**config.mk**
```make
export PLATFORM = sky130hd
export DESIGN_NAME = uio_bank_ctrl_flat
export DESIGN_NICKNAME = d
export VERILOG_FILES = /design/src/rtl/uio_bank_pkg.sv /design/src/rtl/uio_bank_ctrl_if.sv /design/src/rtl/uio_pin_cell.sv /design/src/rtl/uio_bank_ctrl.sv /design/src/flat_wrapper.sv
export SDC_FILE = /design/constraint.sdc
export NUM_CORES = 1
export LEC_CHECK = 0
export CORE_MARGIN = 2
export CORE_UTILIZATION = 45
export CTS_BUF_LIST = sky130_fd_sc_hd__clkbuf_8
export CTS_CLUSTER_DIAMETER = 80
export DETAILED_ROUTE_END_ITERATION = 7
export HOLD_SLACK_MARGIN = 0.08
export PLACE_DENSITY = 0.7
export SLEW_MARGIN = 20
export SYNTH_ARGS = -nofsm -noshare
export SYNTH_HDL_FRONTEND = slang
export SYNTH_SLANG_ARGS = --single-unit
```
**constraint.sdc**
```tcl
create_clock -name clk -period 1.4 [get_ports clk]
set_clock_uncertainty 0.05 [all_clocks]
set_input_delay 0.21 -clock clk [delete_from_list [all_inputs] [get_ports clk]]
set_output_delay 0.21 -clock clk [all_outputs]
set_load 0.02 [all_outputs]
```
**src/rtl/uio_bank_pkg.sv**
```systemverilog
// Shared types for the bidirectional pin bank controller: pin modes, control
// FSM states and bit positions of the command write/read data words.
package uio_bank_pkg;

    typedef enum logic [1:0] {
        MODE_OFF   = 2'b00,
        MODE_DRIVE = 2'b01,
        MODE_BLINK = 2'b10,
        MODE_INPUT = 2'b11
    } pin_mode_e;

    typedef enum logic [1:0] {
        ST_IDLE = 2'd0,
        ST_EXEC = 2'd1,
        ST_RESP = 2'd2
    } ctrl_state_e;

    // write data fields
    localparam int WD_MODE_LSB  = 0;
    localparam int WD_LEVEL_BIT = 2;

    // read data fields
    localparam int RD_MODE_LSB  = 0;
    localparam int RD_LEVEL_BIT = 2;
    localparam int RD_PAD_BIT   = 3;
    localparam int RD_CNT_LSB   = 4;

    function automatic logic [7:0] pack_rdata(input pin_mode_e  mode,
                                              input logic       level,
                                              input logic       pad,
                                              input logic [3:0] cnt);
        logic [7:0] r;
        r                     = 8'h00;
        r[RD_MODE_LSB +: 2]   = mode;
        r[RD_LEVEL_BIT]       = level;
        r[RD_PAD_BIT]         = pad;
        r[RD_CNT_LSB +: 4]    = cnt;
        return r;
    endfunction

endpackage

```
**src/rtl/uio_bank_ctrl_if.sv**
```systemverilog
// Command/response bus of the pin bank controller. The requester (master)
// issues one command at a time; the bank (slave) answers with a one-cycle
// response strobe.
interface uio_bank_ctrl_if;

    logic       cmd_valid;
    logic       cmd_ready;
    logic       cmd_wr;
    logic [2:0] cmd_addr;
    logic [7:0] cmd_wdata;
    logic       rsp_valid;
    logic [7:0] rsp_rdata;

    modport master (
        output cmd_valid, cmd_wr, cmd_addr, cmd_wdata,
        input  cmd_ready, rsp_valid, rsp_rdata
    );

    modport slave (
        input  cmd_valid, cmd_wr, cmd_addr, cmd_wdata,
        output cmd_ready, rsp_valid, rsp_rdata
    );

endinterface

```
**src/rtl/uio_pin_cell.sv**
```systemverilog
// One managed pin: mode/level registers, 2-flop input synchronizer, registered
// output mux and, when UIO_EDGE_CNT_EN is defined, a saturating 4-bit
// rising-edge counter on the synchronized input (counts only in INPUT mode).
module uio_pin_cell
    import uio_bank_pkg::*;
(
    input  logic       clk,
    input  logic       rst_n,
    input  logic       ena_i,
    input  logic       wr_en_i,
    input  logic       rd_en_i,
    input  logic [2:0] wdata_i,
    input  logic       blink_i,
    input  logic       pad_in_i,
    output logic       pad_out_o,
    output logic       pad_oe_o,
    output logic [7:0] rdata_o
);

    pin_mode_e  mode_q, mode_d;
    logic       level_q, level_d;
    logic       sync1_q, sync2_q;
    logic       out_q, out_d;
    logic       oe_q, oe_d;
    logic [3:0] cnt_w;

    // a write command replaces mode and level
    always_comb begin
        mode_d  = mode_q;
        level_d = level_q;
        if (wr_en_i) begin
            mode_d  = pin_mode_e'(wdata_i[WD_MODE_LSB +: 2]);
            level_d = wdata_i[WD_LEVEL_BIT];
        end
    end

    // mode and level registers
    always_ff @(posedge clk or negedge rst_n) begin
        if (!rst_n) begin
            mode_q  <= MODE_OFF;
            level_q <= 1'b0;
        end else begin
            mode_q  <= mode_d;
            level_q <= level_d;
        end
    end

    // two-flop synchronizer on the pad input
    always_ff @(posedge clk or negedge rst_n) begin
        if (!rst_n) begin
            sync1_q <= 1'b0;
            sync2_q <= 1'b0;
        end else begin
            sync1_q <= pad_in_i;
            sync2_q <= sync1_q;
        end
    end

    // output mux selected by the current mode
    always_comb begin
        out_d = 1'b0;
        oe_d  = 1'b0;
        unique case (mode_q)
            MODE_DRIVE: begin
                oe_d  = 1'b1;
                out_d = level_q;
            end
            MODE_BLINK: begin
                oe_d  = 1'b1;
                out_d = blink_i;
            end
            default: begin
                oe_d  = 1'b0;
                out_d = 1'b0;
            end
        endcase
    end

    // registered pad drivers, one edge behind the mode/level registers
    always_ff @(posedge clk or negedge rst_n) begin
        if (!rst_n) begin
            out_q <= 1'b0;
            oe_q  <= 1'b0;
        end else begin
            out_q <= out_d;
            oe_q  <= oe_d;
        end
    end

`ifdef UIO_EDGE_CNT_EN
    logic       prev_q;
    logic [3:0] cnt_q, cnt_d;
    logic       rise;

    assign rise = sync2_q & ~prev_q & ena_i & (mode_q == MODE_INPUT);

    // write clears; read clears but keeps an edge landing on the same cycle
    always_comb begin
        cnt_d = cnt_q;
        if (wr_en_i) begin
            cnt_d = 4'd0;
        end else if (rd_en_i) begin
            cnt_d = {3'b000, rise};
        end else if (rise && (cnt_q != 4'hF)) begin
            cnt_d = cnt_q + 4'd1;
        end
    end

    // edge detector history and counter
    always_ff @(posedge clk or negedge rst_n) begin
        if (!rst_n) begin
            prev_q <= 1'b0;
            cnt_q  <= 4'd0;
        end else begin
            prev_q <= sync2_q;
            cnt_q  <= cnt_d;
        end
    end

    assign cnt_w = cnt_q;
`else
    assign cnt_w = 4'd0;
`endif

    assign pad_out_o = out_q;
    assign pad_oe_o  = oe_q;
    assign rdata_o   = pack_rdata(mode_q, level_q, sync2_q, cnt_w);

endmodule

```
**src/rtl/uio_bank_ctrl.sv**
```systemverilog
// Bank of WIDTH bidirectional pins behind a single-outstanding command bus.
// A command accepted at edge N executes at N+1 and is answered with a
// one-cycle rsp_valid after N+2. A shared prescaler supplies the blink phase.
// Optional feature macro: UIO_EDGE_CNT_EN (per-pin rising-edge counters).
module uio_bank_ctrl
    import uio_bank_pkg::*;
#(
    parameter int WIDTH = 8,
    parameter int DIV_W = 16
) (
    input  logic             clk,
    input  logic             rst_n,
    input  logic             ena,
    uio_bank_ctrl_if.slave   bus,
    input  logic [WIDTH-1:0] pad_in,
    output logic [WIDTH-1:0] pad_out,
    output logic [WIDTH-1:0] pad_oe
);

    ctrl_state_e      state_q, state_d;
    logic             accept;
    logic             wr_q;
    logic [2:0]       addr_q;
    logic [2:0]       wdata_q;
    logic [7:0]       cap_q;
    logic             rsp_valid_q, rsp_valid_d;
    logic [7:0]       rsp_rdata_q, rsp_rdata_d;
    logic [DIV_W-1:0] presc_q, presc_d;
    logic             blink_q, blink_d;
    logic             exec_wr, exec_rd;
    logic [7:0]       cell_rdata [8];

    // ready is forced low while reset is held, independent of the state register
    assign bus.cmd_ready = rst_n && ena && (state_q == ST_IDLE);
    assign accept        = bus.cmd_valid && bus.cmd_ready;

    // control state and response registers
    always_ff @(posedge clk or negedge rst_n) begin
        if (!rst_n) begin
            state_q     <= ST_IDLE;
            rsp_valid_q <= 1'b0;
            rsp_rdata_q <= 8'h00;
        end else begin
            state_q     <= state_d;
            rsp_valid_q <= rsp_valid_d;
            rsp_rdata_q <= rsp_rdata_d;
        end
    end

    // next state and response strobe
    always_comb begin
        state_d     = state_q;
        rsp_valid_d = 1'b0;
        rsp_rdata_d = rsp_rdata_q;
        unique case (state_q)
            ST_IDLE: begin
                if (accept) state_d = ST_EXEC;
            end
            ST_EXEC: begin
                state_d = ST_RESP;
            end
            ST_RESP: begin
                state_d     = ST_IDLE;
                rsp_valid_d = 1'b1;
                rsp_rdata_d = cap_q;
            end
            default: begin
                state_d = ST_IDLE;
            end
        endcase
    end

    // latch the accepted command, capture read data during EXEC
    always_ff @(posedge clk or negedge rst_n) begin
        if (!rst_n) begin
            wr_q    <= 1'b0;
            addr_q  <= 3'd0;
            wdata_q <= 3'd0;
            cap_q   <= 8'h00;
        end else begin
            if (accept) begin
                wr_q    <= bus.cmd_wr;
                addr_q  <= bus.cmd_addr;
                wdata_q <= bus.cmd_wdata[2:0];
            end
            if (state_q == ST_EXEC) begin
                cap_q <= wr_q ? 8'h00 : cell_rdata[addr_q];
            end
        end
    end

    assign exec_wr = (state_q == ST_EXEC) &&  wr_q;
    assign exec_rd = (state_q == ST_EXEC) && !wr_q;

    // prescaler advance and blink toggle on wrap, frozen while disabled
    always_comb begin
        presc_d = presc_q;
        blink_d = blink_q;
        if (ena) begin
            presc_d = presc_q + 1'b1;
            if (&presc_q) blink_d = ~blink_q;
        end
    end

    // prescaler and blink phase registers
    always_ff @(posedge clk or negedge rst_n) begin
        if (!rst_n) begin
            presc_q <= '0;
            blink_q <= 1'b0;
        end else begin
            presc_q <= presc_d;
            blink_q <= blink_d;
        end
    end

    // addresses with no pin behind them read as zero and ignore writes
    for (genvar i = 0; i < 8; i++) begin : g_pin
        if (i < WIDTH) begin : g_cell
            uio_pin_cell u_cell (
                .clk       (clk),
                .rst_n     (rst_n),
                .ena_i     (ena),
                .wr_en_i   (exec_wr && (addr_q == 3'(i))),
                .rd_en_i   (exec_rd && (addr_q == 3'(i))),
                .wdata_i   (wdata_q),
                .blink_i   (blink_q),
                .pad_in_i  (pad_in[i]),
                .pad_out_o (pad_out[i]),
                .pad_oe_o  (pad_oe[i]),
                .rdata_o   (cell_rdata[i])
            );
        end else begin : g_empty
            assign cell_rdata[i] = 8'h00;
        end
    end

    assign bus.rsp_valid = rsp_valid_q;
    assign bus.rsp_rdata = rsp_rdata_q;

endmodule

```
**src/flat_wrapper.sv**
```systemverilog
// flat-port wrapper written by rule: the top's interface ports become plain ports
module uio_bank_ctrl_flat import uio_bank_pkg::*;
#(
    parameter int WIDTH = 8,
    parameter int DIV_W = 16
)
  (clk, rst_n, ena, pad_in, pad_out, pad_oe, bus_cmd_valid, bus_cmd_wr, bus_cmd_addr, bus_cmd_wdata, bus_cmd_ready, bus_rsp_valid, bus_rsp_rdata);
  uio_bank_ctrl_if bus_i ();
  input  logic clk;
  input  logic rst_n;
  input  logic ena;
  input  logic [WIDTH-1:0] pad_in;
  output logic [WIDTH-1:0] pad_out;
  output logic [WIDTH-1:0] pad_oe;
  input wire logic [$bits(bus_i.cmd_valid)-1:0] bus_cmd_valid;
  input wire logic [$bits(bus_i.cmd_wr)-1:0] bus_cmd_wr;
  input wire logic [$bits(bus_i.cmd_addr)-1:0] bus_cmd_addr;
  input wire logic [$bits(bus_i.cmd_wdata)-1:0] bus_cmd_wdata;
  output wire logic [$bits(bus_i.cmd_ready)-1:0] bus_cmd_ready;
  output wire logic [$bits(bus_i.rsp_valid)-1:0] bus_rsp_valid;
  output wire logic [$bits(bus_i.rsp_rdata)-1:0] bus_rsp_rdata;
  assign bus_i.cmd_valid = bus_cmd_valid;
  assign bus_i.cmd_wr = bus_cmd_wr;
  assign bus_i.cmd_addr = bus_cmd_addr;
  assign bus_i.cmd_wdata = bus_cmd_wdata;
  assign bus_cmd_ready = bus_i.cmd_ready;
  assign bus_rsp_valid = bus_i.rsp_valid;
  assign bus_rsp_rdata = bus_i.rsp_rdata;
  uio_bank_ctrl #(.WIDTH(WIDTH), .DIV_W(DIV_W)) u_core (.clk(clk), .rst_n(rst_n), .ena(ena), .bus(bus_i), .pad_in(pad_in), .pad_out(pad_out), .pad_oe(pad_oe));
endmodule
```
==> Word level (Yosys, flattened, before mapping) <==
Cells that the tools add are included.
{ "classes": {"bitwise_logic": 2, "n_eq_ne": 26, "reduce_logical": 23, "addsub": 1, "muxes": 23, "magnitude_cmp": 1} }
{ "op_table": {"columns": ["op", "n"], "rows": [
  ["8-bit binary-select mux with 3-bit select", 1],
  ["8-bit 2-to-1 mux", 3],
  ["2-bit by 1-bit equality test with 1-bit output (second input constant)", 9],
  ["2-bit equality test (second input constant)", 9],
  ["17-bit AND reduction", 1],
  ["16-bit by 1-bit adder with 16-bit output (second input constant)", 1],
  ["1-bit one-hot mux with 2 select lines", 8],
  ["2-bit OR reduction", 8],
  ["3-bit equality test (second input constant)", 4],
  ["1-bit logical AND", 12],
  ["1-bit 2-to-1 mux", 9],
  ["3-bit by 2-bit equality test with 1-bit output (second input constant)", 2],
  ["4-bit >= comparator (second input constant)", 1],
  ["3-bit NOT with 4-bit output", 1],
  ["2-bit one-hot mux with 2 select lines", 1],
  ["3-bit by 1-bit equality test with 1-bit output (second input constant)", 1],
  ["3-bit logical NOT", 1],
  ["2-bit logical NOT", 1],
  ["2-bit 2-to-1 mux", 1],
  ["2-bit by 1-bit inequality test with 1-bit output (second input constant)", 1],
  ["1-bit NOT", 1]
]} }
{ "word_totals": {"elab_cells": 133, "out_inout_bits": 26, "in_bits": 24, "reg_bits": 99} }

==> Longest topological paths before layout <==
{ "logic_depth": {"depth_word": 5, "depth_mapped": 6, "mapped_depth_nobuf": 5} }

==> By module <==
From an unflattened synthesis, not the netlist that was laid out.
{ "unflattened": {"hier_cells": 421, "hier_area_um2": 4799.6} }
{ "modules_own_cells": {"columns": ["mod", "cells_per_inst", "area_per_inst_um2", "seq_area_each_um2", "n_inst"], "rows": [
  ["uio_pin_cell", 26, 304.0, 175.2, 8],
  ["uio_bank_ctrl", 213, 2367.3, 1076.0, 1]
]} }

==> Worst setup path before layout <==
Ideal clock, no wire load.
{ "synth_path": {"path_type": "reg-to-reg", "startpoint": "register u_core.state_q[1]", "endpoint": "register u_core.g_pin[5].g_cell.u_cell.level_q", "setup_ns": 0.125, "setup_slack_ns": -0.108, "stages_incl_launch_ff": 6, "n_path_buf": 0, "required_time_ns": 1.225, "synth_period_minus_slack_ns": 1.508, "t_arrival_ns": 1.333, "path_cell_list": "dfrtp_1 nand2b_4 inv_2 nand3_2 nor3b_2 mux2_2"} }
{ "synth_via": {"elab_chain_cells": 3} }
{ "synth_lines": {"columns": ["element", "line_no", "source"], "rows": [
  ["from (decl)", "uio_bank_ctrl.sv:20", "ctrl_state_e state_q, state_d;"],
  ["from (signal assigned)", "uio_bank_ctrl.sv:44", "state_q <= state_d;"],
  ["2-bit by 1-bit equality test with 1-bit output", "uio_bank_ctrl.sv:92", "assign exec_wr = (state_q == ST_EXEC) && wr_q;"],
  ["1-bit logical AND", "uio_bank_ctrl.sv:92", null],
  ["1-bit logical AND", "uio_bank_ctrl.sv:123", ".wr_en_i (exec_wr && (addr_q == 3'(i))),"],
  ["to (signal assigned)", "uio_pin_cell.sv:44", "level_q <= level_d;"],
  ["to (decl)", "uio_pin_cell.sv:21", "logic level_q, level_d;"]
]} }
Every way passes these cells.
A chain may end at the register's enable or synchronous reset.

==> Final worst setup path <==
{ "layout_path": {"startpoint": "register u_core.state_q[0]", "endpoint": "register u_core.g_pin[5].g_cell.u_cell.level_q"} }
Same word-level chain as after synthesis.

==> flow_summary.yaml <==
detailed_routing:
  initialDrtViolationCount: 67
  antenna_left: 0
  routed-via-count: 2378
  viasPerCell: 4.92
  routed_wl_um: 6940
  first_pass_iters: 4
  wl_per_cell_um: 14.4
  drc: 0
layout:
  final_nets: 411
  fin_area_sq_um: 4900
  layout-drive-gt1-share_pct: 30.7
  seq_area_sq_um: 2280
  finish.utilization_pct: 56.5
  final_cells: 483
  n_fill_cell: 732
  diodes: 0
  syn_to_final_growth_pct: 22.7
  multiInputGateArea_sq_um: 1570
sta:
  rsz0062_at_grt: "true"
  slew_headroom_pct: 53.0
  max_freq_mhz: 649
  worst_slack_ns: -0.140
  fin_tns_setup_ns: -2.92
  maxSlewViolCount: 0
  finalSetupViolCount: 40
  tightest_slew_ns: 0.705
  min_period_over_period_pct: 110
  holdWs_ns: -0.0333
  finalHoldViolations: 54
  fin_crit_ns: 1.54
global_routing:
  grt_pass1_vias: 2420
  grtUsageTotal_pct: 15.5
  grt_pass1_wl_um: 11600
  grt_max_degree: 57
  antenna_found_initial: 0
  overflow: 0
placed_design:
  dpl.cell_count: 460
  dpl_cell_area_sq_um: 4550
  dp_hpwl_um: 4810
  preCtsSetupSlack_ns: -0.520
  portBuffers: 40
  finalWeightedCongestion: 0.844
synthesis:
  ys_seq_elements: 91
  synth_area_leaders: "dfrtp_1 (57%), mux2_2 (10%), ha_1 (5.3%)"
  synth_area_per_cell_sq_um: 12.9
  netlist_area_sq_um: 4000
  synthDistinctLibCells: 38
  synth.top_cell.area_share_pct: 57.0
  yosysTopAreaCell: "dfrtp_1"
  yosys_warnings: 0
  syn_inst: 310
  ys_seq_area_share_pct: 57.0
worst_setup_path:
  end_kind: "flip-flop"
  crit_type: "flip-flop to flip-flop"
  arrival_ns: 1.74
  worstSetupStartpointType: "flip-flop"
  path_max_fanout: 3
  worstPathRequired_ns: 1.60
power_and_ir_drop:
  pwr-share-seq_pct: 50.4
  p_comb_share_pct: 27.5
  power.switching_mw: 2.32
  p_leak_nw: 2.42
  ir_worst_vdd_mv: 0.568
  clkPwrFrac_pct: 22.2
  swShare_pct: 32.4
  p_int_mw: 4.84
  powerDensity_nw_per_um2: 1460
cts:
  cts_root_buffer: "clkbuf_8"
  clock_path_buffers: 2
  cts_tree: "built"
  cts.sinks: 91
  clkSlewWorstSetupHoldPaths_ns: 0.09
  h-tree-depth: 3
  insertion_delay_ns: 0.36
  tritoncts.num_buffers: 9
worst_hold_path:
  holdCritPathClass: "input pin to asynchronous set/reset pin"
floorplan:
  rows: 34
  start_util_pct: 46.1
  fp.dieH_um: 98.3
  die_x_um: 98.3
  ios: 50
  core_sq_um: 8680
  dieArea_sq_um: 9650
run_status:
  violations: "negative hold slack, negative setup slack"
  status: "finished, violations left"
flow_run:
  drv_cap: 0
kinds of logic (layout without fill, tap and decap cells):
family / Yosys count / in the layout / share of synthesized area, %
adder cells (fa/ha/maj): 17 / 17 / 5.32
AO/OA/AOI/OAI: 21 / 21 / 3.91
AND/OR/NAND/NOR: 62 / 62 / 9.20
XOR/XNOR: 16 / 16 / 3.51
flip-flops: 91 / 91 / 57.0
other: 1 / 4 / 0.0938
buffers and inverters: 53 / 115 / 7.61
multiplexers: 49 / 49 / 13.4
registers in the layout, indices dropped and copies added (netlist names):
register                              cells
u_core.presc_q                           16
u_core.addr_q                             3
u_core.state_q                            2
u_core.g_pin.g_cell.u_cell.sync1_q        8
u_core.g_pin.g_cell.u_cell.pad_out_o      8
u_core.g_pin.g_cell.u_cell.mode_q        16
u_core.g_pin.g_cell.u_cell.sync2_q        8
u_core.g_pin.g_cell.u_cell.pad_oe_o       8
u_core.wr_q                               1
u_core.g_pin.g_cell.u_cell.level_q        8
u_core.bus.rsp_valid                      1
u_core.cap_q                              4
u_core.wdata_q                            3
u_core.bus.rsp_rdata                      4
u_core.blink_q                            1
cell usage after synthesis:
master and instances:
buf_2 1, inv_2 1, a31oi_1 2, nor2b_1 2, o211ai_1 2, mux2i_1 13, nor3_4 1, mux2_2 36
nor3_2 1, nand3_1 6, or2b_1 1, dfrtp_1 91, clkbuf_8 1, inv_1 26, xor2_1 5, a22oi_1 12
nand2b_1 1, a32o_1 2, and3_1 3, buf_4 21, nor3b_4 1, xnor2_1 11, nor2_1 14, o21ai_0 2
and2b_1 1, nand4_2 1, nand3b_1 2, nand3_2 1, buf_6 2, nand2b_4 1, ha_1 17, nor3b_2 3
nand4_1 4, nand2_1 18, clkbuf_1 1, nand2_2 1, conb_1 1, o2111ai_1 1
path summary, 6_finish.rpt:
path                                                        from                                     end  slack, ns  cells past startpoint
max                                            u_core.state_q[0]   u_core.g_pin[5].g_cell.u_cell.level_q      -0.14                      6
min                                                        rst_n  u_core.g_pin[2].g_cell.u_cell.pad_oe_o      -0.03                      2
max reg2reg                                    u_core.state_q[0]   u_core.g_pin[5].g_cell.u_cell.level_q      -0.14                      6
min reg2reg                u_core.g_pin[4].g_cell.u_cell.sync1_q   u_core.g_pin[4].g_cell.u_cell.sync2_q       0.30                      0
max in group asynchronous                                  rst_n                       u_core.presc_q[2]       0.58                      3
min in group clk                                       pad_in[1]   u_core.g_pin[1].g_cell.u_cell.sync1_q       0.23                      1
worst max-delay path, cell delays in order (launching register included):
cell and delay (ns):
dfrtp_1 0.37, buf_6 0.11, nand2b_4 0.07, inv_4 0.07, nand3_4 0.11, nor3b_4 0.29
mux2_2 0.36
stage by stage:
step                hold WS, ns  power [mW]
CTS                     -0.0224        7.11
detailed placement        0.286        5.58
global placement          0.284        5.51
floorplan                -0.136        4.86
global route            0.00306        7.63
finish                  -0.0333        7.16
power groups by stage:
stage,registers (mW),clock network (mW),logic (mW)
5_1_grt,3.70,1.77,2.16
6_report,3.61,1.59,1.97
4_1_cts,3.61,1.64,1.86
2_1_floorplan,3.58,0,1.28
3_5_place_dp,3.65,0,1.93
3_3_place_gp,3.63,0,1.88
area by class of cell:
class | count | share of cell area, %
sequential | 91 | 46.5
multi-input combinational | 169 | 32.0
timing repair buffer | 72 | 13.0
tap | 108 | 2.76
clock buffer | 9 | 2.53
inverter | 27 | 2.12
clock inverter | 7 | 1.10
per-layer routing:
metal	part of all wire, %	wire length, um	global-route usage (%)	up-vias
li1	-	-	-	1137
met3	3.8	265	4.37	10
met4	1.6	109	6.11	0
met1	47	3240	20.6	1182
met5	0	0	0	-
met2	48	3330	24.2	49
timing repair:
action | in CTS | in global routing
hold endpoints to repair | 54 | 54
buffers inserted | 1 | 6
gates resized for setup | 44 | 22
endpoints found under the setup margin | 50 | 38
pin swaps | 10 | 15
placed cells by master (no fill, tap or decap), drive strengths merged, types with 3 or more instances in the layout:
| master | count |
|---|---|
| dfrtp | 91 |
| mux2 | 36 |
| buf | 34 |
| inv | 28 |
| dlygate4sd2 | 21 |
| nand2 | 19 |
| clkdlybuf4s50 | 17 |
| ha | 17 |
| nor2 | 14 |
| mux2i | 13 |
| a22oi | 12 |
| xnor2 | 11 |
| clkbuf | 9 |
| nand3 | 7 |
| nand4 | 5 |
| xor2 | 5 |
| nor3b | 4 |
| conb | 4 |
| clkinvlp | 3 |
| and3 | 3 |
| clkinv | 3 |
Power figures use the tool's default switching activity.
